[src/rtl/distributor_burst_arbiter.sv]
// Round-robin arbiter sharing one AXI4 write channel (INCR, ID 0) between N_REQ requesters.
// One burst in flight at a time; the grant is held from AW through B.
`timescale 1ns/1ps

module distributor_burst_arbiter #(
    parameter int unsigned N_REQ  = 4,
    parameter int unsigned ADDR_W = 32,
    parameter int unsigned DATA_W = 32
) (
    input  logic                    ACLK,
    input  logic                    ARESETN,
    input  logic [N_REQ-1:0]        req_valid,
    output logic [N_REQ-1:0]        req_ready,
    input  logic [N_REQ*ADDR_W-1:0] req_addr,
    input  logic [N_REQ*8-1:0]      req_len,
    input  logic [N_REQ*DATA_W-1:0] req_wdata,
    input  logic [N_REQ-1:0]        req_wvalid,
    output logic [N_REQ-1:0]        req_wready,
    output logic [N_REQ-1:0]        req_done,
    output logic [1:0]              req_resp,
    output logic [ADDR_W-1:0]       m_axi_awaddr,
    output logic [7:0]              m_axi_awlen,
    output logic [2:0]              m_axi_awsize,
    output logic [1:0]              m_axi_awburst,
    output logic                    m_axi_awvalid,
    input  logic                    m_axi_awready,
    output logic [DATA_W-1:0]       m_axi_wdata,
    output logic [DATA_W/8-1:0]     m_axi_wstrb,
    output logic                    m_axi_wlast,
    output logic                    m_axi_wvalid,
    input  logic                    m_axi_wready,
    input  logic [1:0]              m_axi_bresp,
    input  logic                    m_axi_bvalid,
    output logic                    m_axi_bready
);

    localparam int unsigned IDX_W  = (N_REQ > 1) ? $clog2(N_REQ) : 1;
    localparam int unsigned STRB_W = DATA_W / 8;
    localparam logic [2:0]  AW_SIZE = 3'($clog2(STRB_W));

    typedef enum logic [2:0] {StIdle, StAw, StW, StB, StErr} state_e;

    state_e             state_q, state_d;
    logic [IDX_W-1:0]   rr_ptr_q, rr_ptr_d;
    logic [IDX_W-1:0]   grant_q, grant_d;
    logic [7:0]         beat_cnt_q, beat_cnt_d;
    logic [ADDR_W-1:0]  awaddr_q, awaddr_d;
    logic [7:0]         awlen_q, awlen_d;
    logic [N_REQ-1:0]   req_ready_q, req_ready_d;
    logic [N_REQ-1:0]   req_done_q, req_done_d;
    logic [1:0]         req_resp_q, req_resp_d;

    logic               arb_vld;
    logic [IDX_W-1:0]   arb_idx;
    logic [IDX_W-1:0]   rr_next;
    logic [ADDR_W-1:0]  sel_addr;
    logic [7:0]         sel_len;
    logic [31:0]        burst_end;
    logic               cross_4k;
    logic               w_hs;

    // First requesting index at or after rr_ptr, wrapping around.
    always_comb begin
        arb_vld = 1'b0;
        arb_idx = rr_ptr_q;
        for (int i = 0; i < int'(N_REQ); i++) begin
            if (!arb_vld && req_valid[(int'(rr_ptr_q) + i) % int'(N_REQ)]) begin
                arb_vld = 1'b1;
                arb_idx = IDX_W'((int'(rr_ptr_q) + i) % int'(N_REQ));
            end
        end
    end

    assign rr_next   = (int'(arb_idx) == int'(N_REQ) - 1) ? '0 : arb_idx + 1'b1;
    assign sel_addr  = req_addr[int'(arb_idx)*int'(ADDR_W) +: ADDR_W];
    assign sel_len   = req_len[int'(arb_idx)*8 +: 8];
    assign burst_end = 32'(sel_addr[11:0]) + (32'(sel_len) + 32'd1) * STRB_W;
    assign cross_4k  = burst_end > 32'd4096;

    assign w_hs = (state_q == StW) && m_axi_wvalid && m_axi_wready;

    always_comb begin
        state_d     = state_q;
        rr_ptr_d    = rr_ptr_q;
        grant_d     = grant_q;
        beat_cnt_d  = beat_cnt_q;
        awaddr_d    = awaddr_q;
        awlen_d     = awlen_q;
        req_ready_d = '0;
        req_done_d  = '0;
        req_resp_d  = 2'b00;
        case (state_q)
            StIdle: begin
                if (arb_vld) begin
                    grant_d              = arb_idx;
                    rr_ptr_d             = rr_next;
                    req_ready_d[arb_idx] = 1'b1;
                    if (cross_4k) begin
                        // Rejected locally: never reaches the bus.
                        req_done_d[arb_idx] = 1'b1;
                        req_resp_d          = 2'b10;
                        state_d             = StErr;
                    end else begin
                        awaddr_d   = sel_addr;
                        awlen_d    = sel_len;
                        beat_cnt_d = '0;
                        state_d    = StAw;
                    end
                end
            end
            StAw: begin
                if (m_axi_awready) state_d = StW;
            end
            StW: begin
                if (w_hs) begin
                    if (beat_cnt_q == awlen_q) begin
                        beat_cnt_d = '0;
                        state_d    = StB;
                    end else begin
                        beat_cnt_d = beat_cnt_q + 8'd1;
                    end
                end
            end
            StB: begin
                if (m_axi_bvalid) begin
                    req_done_d[grant_q] = 1'b1;
                    req_resp_d          = m_axi_bresp;
                    state_d             = StIdle;
                end
            end
            // One-cycle holdoff so the rejected requester can drop req_valid.
            StErr:   state_d = StIdle;
            default: state_d = StIdle;
        endcase
    end

    always_ff @(posedge ACLK or negedge ARESETN) begin
        if (!ARESETN) begin
            state_q     <= StIdle;
            rr_ptr_q    <= '0;
            grant_q     <= '0;
            beat_cnt_q  <= '0;
            awaddr_q    <= '0;
            awlen_q     <= '0;
            req_ready_q <= '0;
            req_done_q  <= '0;
            req_resp_q  <= 2'b00;
        end else begin
            state_q     <= state_d;
            rr_ptr_q    <= rr_ptr_d;
            grant_q     <= grant_d;
            beat_cnt_q  <= beat_cnt_d;
            awaddr_q    <= awaddr_d;
            awlen_q     <= awlen_d;
            req_ready_q <= req_ready_d;
            req_done_q  <= req_done_d;
            req_resp_q  <= req_resp_d;
        end
    end

    // W path is a straight pass-through of the granted requester.
    always_comb begin
        req_wready = '0;
        if (state_q == StW) req_wready[grant_q] = m_axi_wready;
    end

    assign req_ready     = req_ready_q;
    assign req_done      = req_done_q;
    assign req_resp      = req_resp_q;
    assign m_axi_awaddr  = awaddr_q;
    assign m_axi_awlen   = awlen_q;
    assign m_axi_awsize  = AW_SIZE;
    assign m_axi_awburst = 2'b01;
    assign m_axi_awvalid = (state_q == StAw);
    assign m_axi_wdata   = req_wdata[int'(grant_q)*int'(DATA_W) +: DATA_W];
    assign m_axi_wstrb   = '1;
    assign m_axi_wvalid  = (state_q == StW) && req_wvalid[grant_q];
    assign m_axi_wlast   = (state_q == StW) && (beat_cnt_q == awlen_q);
    assign m_axi_bready  = (state_q == StB);

endmodule

[config.mk]
export PLATFORM = sky130hd
export DESIGN_NAME = distributor_burst_arbiter
export DESIGN_NICKNAME = d
export VERILOG_FILES = /design/src/rtl/distributor_burst_arbiter.sv
export SDC_FILE = /design/constraint.sdc
export NUM_CORES = 1
export LEC_CHECK = 0
export BUFFER_PORTS_ARGS = -buffer_cell sky130_fd_sc_hd__clkbuf_2
export CELL_PAD_IN_SITES_DETAIL_PLACEMENT = 0
export CELL_PAD_IN_SITES_GLOBAL_PLACEMENT = 1
export CORE_AREA = 2 2 157 159
export CTS_BUF_LIST = sky130_fd_sc_hd__clkbuf_16
export DETAILED_ROUTE_END_ITERATION = 10
export DIE_AREA = 0 0 159 161
export HOLD_SLACK_MARGIN = 0.15
export PLACE_DENSITY_LB_ADDON = 0.1
export SETUP_SLACK_MARGIN = 0.15
export SLEW_MARGIN = 10
export SYNTH_ARGS = -nofsm -noshare
export SYNTH_HDL_FRONTEND = slang
export SYNTH_SLANG_ARGS = --single-unit
[constraint.sdc]
create_clock -name ACLK -period 4.4 [get_ports ACLK]
set_input_delay 0.66 -clock ACLK [delete_from_list [all_inputs] [get_ports ACLK]]
set_output_delay 0.66 -clock ACLK [all_outputs]
set_load 0.005 [all_outputs]
==> results of run 1 <==
-- kinds of logic after synthesis --
logic type               after synthesis  synth area share, %
flip-flops                            65                 30.6
other                                  2                0.141
AND/OR/NAND/NOR                      102                 9.80
buffers and inverters                 46                 4.71
XOR/XNOR                              16                 2.64
AO/OA/AOI/OAI                         66                 8.93
adder cells (fa/ha/maj)               16                 3.91
multiplexers                         112                 39.2
-- flip-flops by register name, indices dropped and copies added (netlist names) --
| register | flops |
|---|---|
| req_resp | 2 |
| grant_q | 2 |
| m_axi_awaddr | 32 |
| req_ready | 4 |
| rr_ptr_q | 2 |
| beat_cnt_q | 8 |
| req_done | 4 |
| state_q | 3 |
| m_axi_awlen | 8 |
-- cell usage after synthesis, types with 3 or more instances --
cell / instances / area, um2
dfrtp_1: 65 / 1630
o22ai_1: 3 / 18.8
mux2_1: 10 / 113
a211o_1: 3 / 26.3
nand2b_1: 4 / 25.0
buf_1: 7 / 26.3
buf_2: 8 / 40.0
mux4_2: 73 / 1640
nor3_1: 7 / 35.0
nand3_1: 7 / 35.0
clkbuf_1: 5 / 18.8
nor2b_1: 4 / 25.0
buf_4: 13 / 97.6
a21o_1: 5 / 37.5
nand4_1: 4 / 25.0
mux2_2: 29 / 327
a31oi_1: 4 / 25.0
and3_1: 11 / 68.8
o21ai_0: 5 / 25.0
nor3b_1: 3 / 22.5
a211oi_1: 6 / 45.0
inv_1: 11 / 41.3
nand2_1: 24 / 90.1
o211a_1: 3 / 30.0
xor2_1: 13 / 114
xnor2_1: 3 / 26.3
nor4_1: 6 / 37.5
a21oi_1: 16 / 80.1
nor2_1: 23 / 86.3
ha_1: 15 / 188
-- how the worst max path moves through the flow --
stage	to	slack (ps)	depth (start not counted)
after floorplan	m_axi_awaddr[0]$_DFFE_PN0P_	-20	19
after global placement	m_axi_awaddr[20]$_DFFE_PN0P_	-380	18
after detailed placement	m_axi_awaddr[8]$_DFFE_PN0P_	-460	18
after CTS	m_axi_awaddr[8]$_DFFE_PN0P_	-5	18
after global routing	m_axi_awaddr[21]$_DFFE_PN0P_	-230	18
final	m_axi_awaddr[21]$_DFFE_PN0P_	-70	19
-- per-layer routing --
layer	part of all wire (%)	vias to the layer above	GRT usage, %
li1	-	2572	-
met1	36	2732	17.9
met2	56	224	33.6
met3	5.2	17	3.72
met4	2.7	0	6.65
met5	0	-	0
-- worst max-delay path, stage by stage --
cell and delay, ps:
clkbuf_2 120, nor2b_4 130, o21ai_2 150, and3_4 280, buf_6 150, mux4_2 570
buf_4 170, nand3_2 80, xnor2_2 130, ha_4 240, or3_4 370, a221oi_2 280
nor3_2 70, nor3_2 230, o2111ai_4 170, a21oi_4 230, buf_12 160, clkbuf_16 150
mux2_2 330
-- repair_timing --
action                     in CTS  in global routing
pin swaps                      11                 12
gates resized for setup        27                 41
setup endpoints to repair      39                 55
cloned                          2                  1
setup buffers                  15                  6
-- where the power goes --
part | switching, mW | leakage, nW | internal, mW
Clock | 0.284 | 0.136 | 0.437
Sequential | 0.203 | 0.801 | 0.864
Combinational | 2.03 | 3.50 | 2.61
-- layout make-up --
class,instances,area share [%]
clock buffer,9,2.54
antenna,6,0.169
tap,324,4.57
inverter,11,0.465
clock inverter,7,0.789
sequential,65,18.3
multi-input combinational,321,43.2
timing repair buffer,463,29.9
==> impl_metrics.yaml, run 1 <==
run_status:
  outcome: "finished with violations"
  violations: "negative setup slack"
die:
  pin_count: 402
  start_util_pct: 22.2
  core_region_area_mm2: 0.0240
  dieArea_mm2: 0.0256
  dieHeight_um: 161
  num_rows: 57
  die_w_um: 159
pwr:
  finalPower_mw: 6.43
  ir_drop_mv: 0.263
  leakage_nw: 4.43
  p_per_area_mw_per_mm2: 724
timing:
  slew_viol_final: 0
  finalSetupTns_ps: -952
  timing.final.hold_violations: 0
  hold_ws_ps: 430
  min_period_over_period_pct: 102
  fmax_mhz: 224
  relSlewSlack_pct: 41.8
  setup_ws_ps: -70.5
  setup_viol: 39
  period_needed_ps: 4470
  finClkSkew_ps: 5.88
  tightest_slew_ps: 873
  rsz0062_at_grt: "yes"
layout:
  design_area_mm2: 0.00888
  final_cell_mix: "clkbuf_2, mux4_2, dfrtp_1"
  ff_latch_area_mm2: 0.00163
  final_common_cell: "clkbuf_2"
  fillers: 2494
  fin_util_pct: 37.1
  area_growth_pct: 67.2
  multi_input_area_mm2: 0.00384
  finalNonFillerCells: 1206
  fin_nets: 1190
  drive_above_1_share_pct: 72.5
critical_path:
  startpoint_type: "input port"
  rr_endpoint: "m_axi_awaddr[21]$_DFFE_PN0P_"
  endpoint_kind: "flip-flop"
  crit_type: "input port to flip-flop"
  r2r_slack_ps: -40
  rr_worst_depth: 17
  cp_data_required_time_ps: 4620
  reg2reg_from: "rr_ptr_q[1]$_DFFE_PN0P_"
  critical_path_arrival_ps: 4690
  crit_fanout: 7
  critPathLaunch: "req_valid[0]"
detailed_routing:
  viasPerCell: 4.60
  vias: 5545
  wl_per_cell_um: 18.9
  drcViolationCount: 0
  first_pass_iters: 4
  antenna_left: 0
  finalWirelength_um: 22800
  first_iter_violations: 209
cts:
  holdBufCountCts: 0
  clk_latency_ps: 340
  cts-root-buf: "clkbuf_16"
  tritoncts: "built"
  htree_levels: 3
  numCtsBuffers: 9
  clkSinkCount: 65
  clock_path_buffers: 2
  clkTransAtPathRegs_ps: 60
global_route:
  first_global_vias: 5910
  antenna_found_initial: 5
  grt-ovfl-total: 0
  grt_max_degree: 66
  grt_pass1_wl_um: 34000
  grtUsageTotal_pct: 17.2
logic_synthesis:
  yosysSeqAreaShare_pct: 30.6
  yosys_register_bits: 65
  synth-edff-count: 0
  syn_area_mm2: 0.00531
  synthCells: 425
  ys_warn_count: 0
  synth_cell_types: 58
  syn_area_per_cell_um2: 12.5
  async_flop_share_pct: 100
  synth_flop_cell: "dfrtp_1"
hold_path:
  hold_path.class: "input port to asynchronous set/reset pin"
placement:
  place_congestion: 0.966
  io_buffer_count: 392
  placedCellCount: 1160
  pre_cts_ws_ps: -458
  placed_cell_area_mm2: 0.00798
  dpl.hpwl_um: 19200
flow_run:
  maxCapViolations: 0
(Power assumes the default switching activity.)
==> run 2, diff against run 1 <==
- PLACE_DENSITY: unset -> 0.64
- PLACE_DENSITY_LB_ADDON: 0.1 -> unset
==> run 2 against run 1 <==
Net effect:
- the flow still finishes with violations (negative setup slack)
- global-route usage grew 3.2 points
- worst hold slack got worse by 130 ps
- combinational power grew 3%
- cell area is 1.2% higher
- clock power rose by 11%
- non-clock buffer count grew 5
- sequential cell count stayed put
- setup slack better by 57 ps
- clock skew grew 2.6 ps
==> impl_metrics.yaml, run 2 (same netlist as run 1, synthesis figures left out) <==
placement:
  placedCellCount: 1169
  dpl.hpwl_um: 22700
  io_buffer_count: 392
  place_congestion: 0.878
timing:
  hold_ws_ps: 304
  finClkSkew_ps: 8.44
  period_needed_ps: 4410
  timing.final.hold_violations: 0
  setup_ws_ps: -14.0
  fmax_mhz: 227
  slew_viol_final: 0
  min_period_over_period_pct: 100
  relSlewSlack_pct: 55.0
  setup_viol: 9
  rsz0062_at_grt: "yes"
  tightest_slew_ps: 675
flow_run:
  maxCapViolations: 0
detailed_routing:
  first_iter_violations: 346
  finalWirelength_um: 26800
  wl_per_cell_um: 22.2
  antenna_left: 0
  vias: 5638
  drcViolationCount: 0
  viasPerCell: 4.67
  first_pass_iters: 4
cts:
  clock_path_buffers: 2
  cts-root-buf: "clkbuf_16"
  htree_levels: 3
  tritoncts: "built"
  numCtsBuffers: 9
  clkTransAtPathRegs_ps: 60
  clkSinkCount: 65
  clk_latency_ps: 340
critical_path:
  startpoint_type: "input port"
  reg2reg_from: "rr_ptr_q[0]$_DFFE_PN0P_"
  endpoint_kind: "flip-flop"
  rr_endpoint: "m_axi_awaddr[19]$_DFFE_PN0P_"
  cpPeakStageDelay_ps: 570
  crit_type: "input port to flip-flop"
  cp_data_required_time_ps: 4620
  rr_worst_depth: 17
  cp_cell_sequence: "clkbuf_8 > nor2b_4 > nor4_2 > or2_4 > mux4_2 > ha_4 > nand3_2 > xnor2_2 > ha_4 > or3_4 > a221oi_4 > nor3_2 > nor3_2 > o2111ai_4 > a21oi_4 > buf_6 > clkbuf_16 > mux2_4"
  crit_fanout: 6
  crit_slowest_cell: "mux4_2"
  critical_path_arrival_ps: 4630
  r2r_slack_ps: 70
layout:
  fin_nets: 1195
  ff_latch_area_mm2: 0.00163
  drive_above_1_share_pct: 72.9
  final_cell_mix: "clkbuf_2, mux4_2, dfrtp_1"
  final_common_cell: "clkbuf_2"
  largest_register_ffs: 32
  area_growth_pct: 69.2
  finalNonFillerCells: 1207
  fin_util_pct: 37.5
  multi_input_area_mm2: 0.00386
  fillers: 2499
global_route:
  grt-ovfl-total: 0
  antenna_found_initial: 5
  grtUsageTotal_pct: 20.4
  grt_max_degree: 39
  grt_pass1_wl_um: 38300
  first_global_vias: 5938
die:
  pin_count: 402
  core_region_area_mm2: 0.0240
  dieArea_mm2: 0.0256
  num_rows: 57
  dieHeight_um: 161
  start_util_pct: 22.2
  die_w_um: 159
run_status:
  violations: "negative setup slack"
  outcome: "finished with violations"
pwr:
  finalPower_mw: 6.67
  leakage_nw: 4.52
  p_per_area_mw_per_mm2: 742
  ir_drop_mv: 0.295
hold_path:
  hold_path.class: "input port to asynchronous set/reset pin"
-- run 2: cell types whose count changed in the layout (fill, tap and decap cells not counted), sizes merged --
cell / before / now
bufinv: 1 / 2
clkbuf: 401 / 400
diode: 6 / 2
clkinvlp: 3 / 1
buf: 71 / 77
clkinv: 2 / 3
-- run 2: metrics by stage --
| step | instance area, um2 | setup TNS, ps | worst slack [ps] |
|---|---|---|---|
| 6_report | 8980 | -51.1 | -14.0 |
| 3_3_place_gp | 8070 | -13630 | -335 |
| 3_5_place_dp | 8070 | -17130 | -414 |
| 2_1_floorplan | 5480 | -247 | -24.7 |
| 4_1_cts | 8670 | 0 | 5.70 |
| 5_1_grt | 8980 | -5780 | -153 |
-- run 2: worst max-delay path by stage --
stage                                  from                      endpoint  slack (ps)  depth (start not counted)
floorplan                      req_valid[0]   m_axi_awaddr[0]$_DFFE_PN0P_         -20                         19
global placement               req_valid[3]  m_axi_awaddr[28]$_DFFE_PN0P_        -330                         17
detailed placement             req_valid[3]  m_axi_awaddr[29]$_DFFE_PN0P_        -410                         17
CTS                 rr_ptr_q[1]$_DFFE_PN0P_  m_axi_awaddr[14]$_DFFE_PN0P_           6                         17
global route                   req_valid[3]  m_axi_awaddr[21]$_DFFE_PN0P_        -150                         21
finish                         req_valid[0]  m_axi_awaddr[19]$_DFFE_PN0P_         -10                         18
-- run 2: worst max-delay path: cells and delay by family --
| family | cells | cell delay, ps |
|---|---|---|
| XOR/XNOR | 1 | 140 |
| multiplexers | 2 | 870 |
| AO/OA/AOI/OAI | 3 | 680 |
| adder cells (fa/ha/maj) | 2 | 470 |
| AND/OR/NAND/NOR | 7 | 1360 |
| buffers and inverters | 3 | 450 |
-- run 2: per-layer routing --
metal	wire length (um)	vias to the layer above	part of all wire [%]	global-route usage, %
met5	0	-	0	0
met3	2020	28	7.5	5.44
li1	-	2575	-	-
met2	14900	289	55	39.5
met1	9440	2746	35	21.7
met4	501	0	1.9	5.83
-- run 2: layout make-up --
cell class | instances | share of cell area [%]
diodes | 2 | 0.0557
clock buffers | 9 | 2.51
clock inverters | 7 | 1.04
inverters | 11 | 0.460
multi-input cells | 321 | 43.0
flip-flops and latches | 65 | 18.1
well taps | 324 | 4.51
repair buffers | 468 | 30.3
-- run 2: what timing repair did --
action                                 CTS  global route
setup endpoints to repair               40            55
endpoints found under the hold margin    0             0
pin swaps                                8            22
buffers inserted                        13             3
hold buffers                             0             0
gates resized for setup                 28            58
cloned                                   2             2
-- run 2: where the power goes --
part / internal [mW] / switching [mW]
Clock: 0.496 / 0.301
Combinational: 2.65 / 2.13
Sequential: 0.865 / 0.226
Total: 4.01 / 2.65
==> run 3, diff against run 2 <==
- CAP_MARGIN: unset -> 20
- PLACE_DENSITY: 0.64 -> unset
- PLACE_DENSITY_LB_ADDON: unset -> 0.2
==> run 3 against run 2 <==
Net effect:
- the flow now finishes without violations
- clock-buffer cell count stayed put
- non-clock buffer count rose by 12
- sequential power barely moved
- sequential share of layout area decreased by 0.35 points
- combinational power rose by 4.6%
- clock power fell by 8.2%
- cell area rose by 2.0%
- worst hold slack improved by 120 ps
- setup slack better by 59 ps
- fmax is 1.4% higher
- critical path type unchanged
- critical endpoint is now m_axi_awaddr[27]$_DFFE_PN0P_
- largest cell class unchanged
- largest power group unchanged
- highest routed layer unchanged
==> impl_metrics.yaml, run 3 (same netlist as run 1, synthesis figures left out) <==
timing:
  rsz0062_at_grt: "yes"
  setup_viol: 0
  timing.final.hold_violations: 0
  finClkSkew_ps: 10.3
  fmax_mhz: 230
  setup_ws_ps: 45.5
  min_period_over_period_pct: 99.0
  slew_viol_final: 0
  relSlewSlack_pct: 40.0
  tightest_slew_ps: 899
  period_needed_ps: 4350
cts:
  htree_levels: 3
  clkTransAtPathRegs_ps: 70
  clock_path_buffers: 2
  tritoncts: "built"
  cts-root-buf: "clkbuf_16"
  clk_latency_ps: 330
  numCtsBuffers: 9
  clkSinkCount: 65
layout:
  fillers: 2491
  final_cell_mix: "clkbuf_2, mux4_2, buf_4"
  area_growth_pct: 72.6
  final_common_cell: "clkbuf_2"
  ff_latch_area_mm2: 0.00163
  fin_util_pct: 38.2
  fin_nets: 1207
  drive_above_1_share_pct: 73.9
  largest_register_ffs: 32
  multi_input_area_mm2: 0.00395
critical_path:
  crit_slowest_cell: "mux4_2"
  critical_path_arrival_ps: 4570
  cpPeakStageDelay_ps: 560
  cp_cell_sequence: "clkbuf_16 > and3b_1 > nor4_2 > or2_4 > mux4_2 > ha_4 > nand3_4 > xnor2_4 > ha_4 > or3_4 > a221oi_4 > nor3_2 > nor3_2 > o2111ai_4 > a21oi_4 > buf_6 > buf_12 > mux2_4"
  crit_fanout: 8
  startpoint_type: "input port"
  endpoint_kind: "flip-flop"
  crit_type: "input port to flip-flop"
  path_delay_family: "simple AND/OR/NAND/NOR gates"
  cp_data_required_time_ps: 4610
  worst-path-buf-inv: 3
die:
  dieHeight_um: 161
  core_region_area_mm2: 0.0240
  start_util_pct: 22.2
  pin_count: 402
  die_w_um: 159
  num_rows: 57
  dieArea_mm2: 0.0256
detailed_routing:
  first_pass_iters: 4
  vias: 5605
  finalWirelength_um: 22300
  wl_per_cell_um: 18.2
  drcViolationCount: 0
  antenna_left: 0
  first_iter_violations: 126
  viasPerCell: 4.58
global_route:
  grt_pass1_wl_um: 32900
  first_global_vias: 5867
  grt_max_degree: 66
  grt-ovfl-total: 0
  antenna_found_initial: 5
  grtUsageTotal_pct: 16.7
placement:
  place_congestion: 0.798
  pre_cts_ws_ps: -401
  dpl.hpwl_um: 18100
  io_buffer_count: 392
run_status:
  outcome: "completed"
flow_run:
  maxCapViolations: 0
hold_path:
  hold_path.class: "input port to asynchronous set/reset pin"
pwr:
  leakage_nw: 4.58
  p_per_area_mw_per_mm2: 741
  ir_drop_mv: 0.335
run 3: changes by cell type in the layout (fill, tap and decap cells not counted), sizes merged:
cell	delta
buf	+13
bufinv	-1
clkbuf	-1
clkinv	+1
clkinvlp	+1
diode	+4
inv	-1
run 3: path summary, 6_finish.rpt:
check / start / to / slack [ps] / cells after the start
min: ARESETN / m_axi_awaddr[7]$_DFFE_PN0P_ / 430 / 1
min in group ACLK: m_axi_awaddr[26]$_DFFE_PN0P_ / m_axi_awaddr[26]$_DFFE_PN0P_ / 510 / 1
min reg2reg: m_axi_awaddr[26]$_DFFE_PN0P_ / m_axi_awaddr[26]$_DFFE_PN0P_ / 510 / 1
max: req_valid[3] / m_axi_awaddr[27]$_DFFE_PN0P_ / 50 / 18
max in group asynchronous: ARESETN / grant_q[0]$_DFFE_PN0P_ / 3290 / 1
max reg2reg: rr_ptr_q[1]$_DFFE_PN0P_ / m_axi_awaddr[27]$_DFFE_PN0P_ / 70 / 17
run 3: worst reg2reg max path: cells and delay by family (launching register included):
family | cells | cell delay [ps]
flip-flops | 1 | 430
XOR/XNOR | 1 | 130
adder cells (fa/ha/maj) | 2 | 450
multiplexers | 2 | 870
AND/OR/NAND/NOR | 7 | 1380
buffers and inverters | 2 | 310
AO/OA/AOI/OAI | 3 | 640
run 3: final cells by class:
cell class,count,share of cell area [%]
Clock buffer,9,2.46
Multi-Input combinational cell,321,43.1
Timing Repair Buffer,480,30.8
Sequential cell,65,17.8
Clock inverter,7,0.778
Tap cell,324,4.42
Antenna cell,6,0.164
Inverter,11,0.451
run 3: repair_timing:
| item | 4_1_cts | 5_1_grt |
|---|---|---|
| hold buffers | 0 | 0 |
| gates resized for setup | 45 | 54 |
| pin swaps | 11 | 26 |
| setup endpoints to repair | 39 | 55 |
| buffers inserted | 13 | 16 |
| gates cloned | 3 | 1 |
run 3: power breakdown:
group          internal (mW)  leakage (nW)  switching [mW]
clock network          0.438         0.139           0.294
registers              0.865         0.800           0.196
logic                   2.86          3.64            2.14
run 3: metal layers:
layer  part of all wire (%)  track usage, %  vias to the layer above  wire length [um]
li1                       -               -                     2607                 -
met1                     37            17.9                     2734              8170
met2                     55            32.1                      243             12300
met3                    5.4            3.08                       21              1210
met4                    2.4            6.82                        0               544
met5                      0               0                        -                 0
run 3: through the flow:
| step | instances | hold slack (ps) | power, mW | TNS (ps) | area, um2 |
|---|---|---|---|---|---|
| final | 1223 | 428 | 6.79 | 0 | 9160 |
| after global routing | 1222 | 518 | 7.28 | -4940 | 9160 |
| after CTS | 1200 | 481 | 6.30 | 0 | 8710 |
| after detailed placement | 1168 | 489 | 5.02 | -15930 | 8040 |
| after global placement | 1168 | 479 | 5.01 | -13680 | 8040 |
| after floorplan | 432 | 364 | 3.57 | -247 | 5480 |
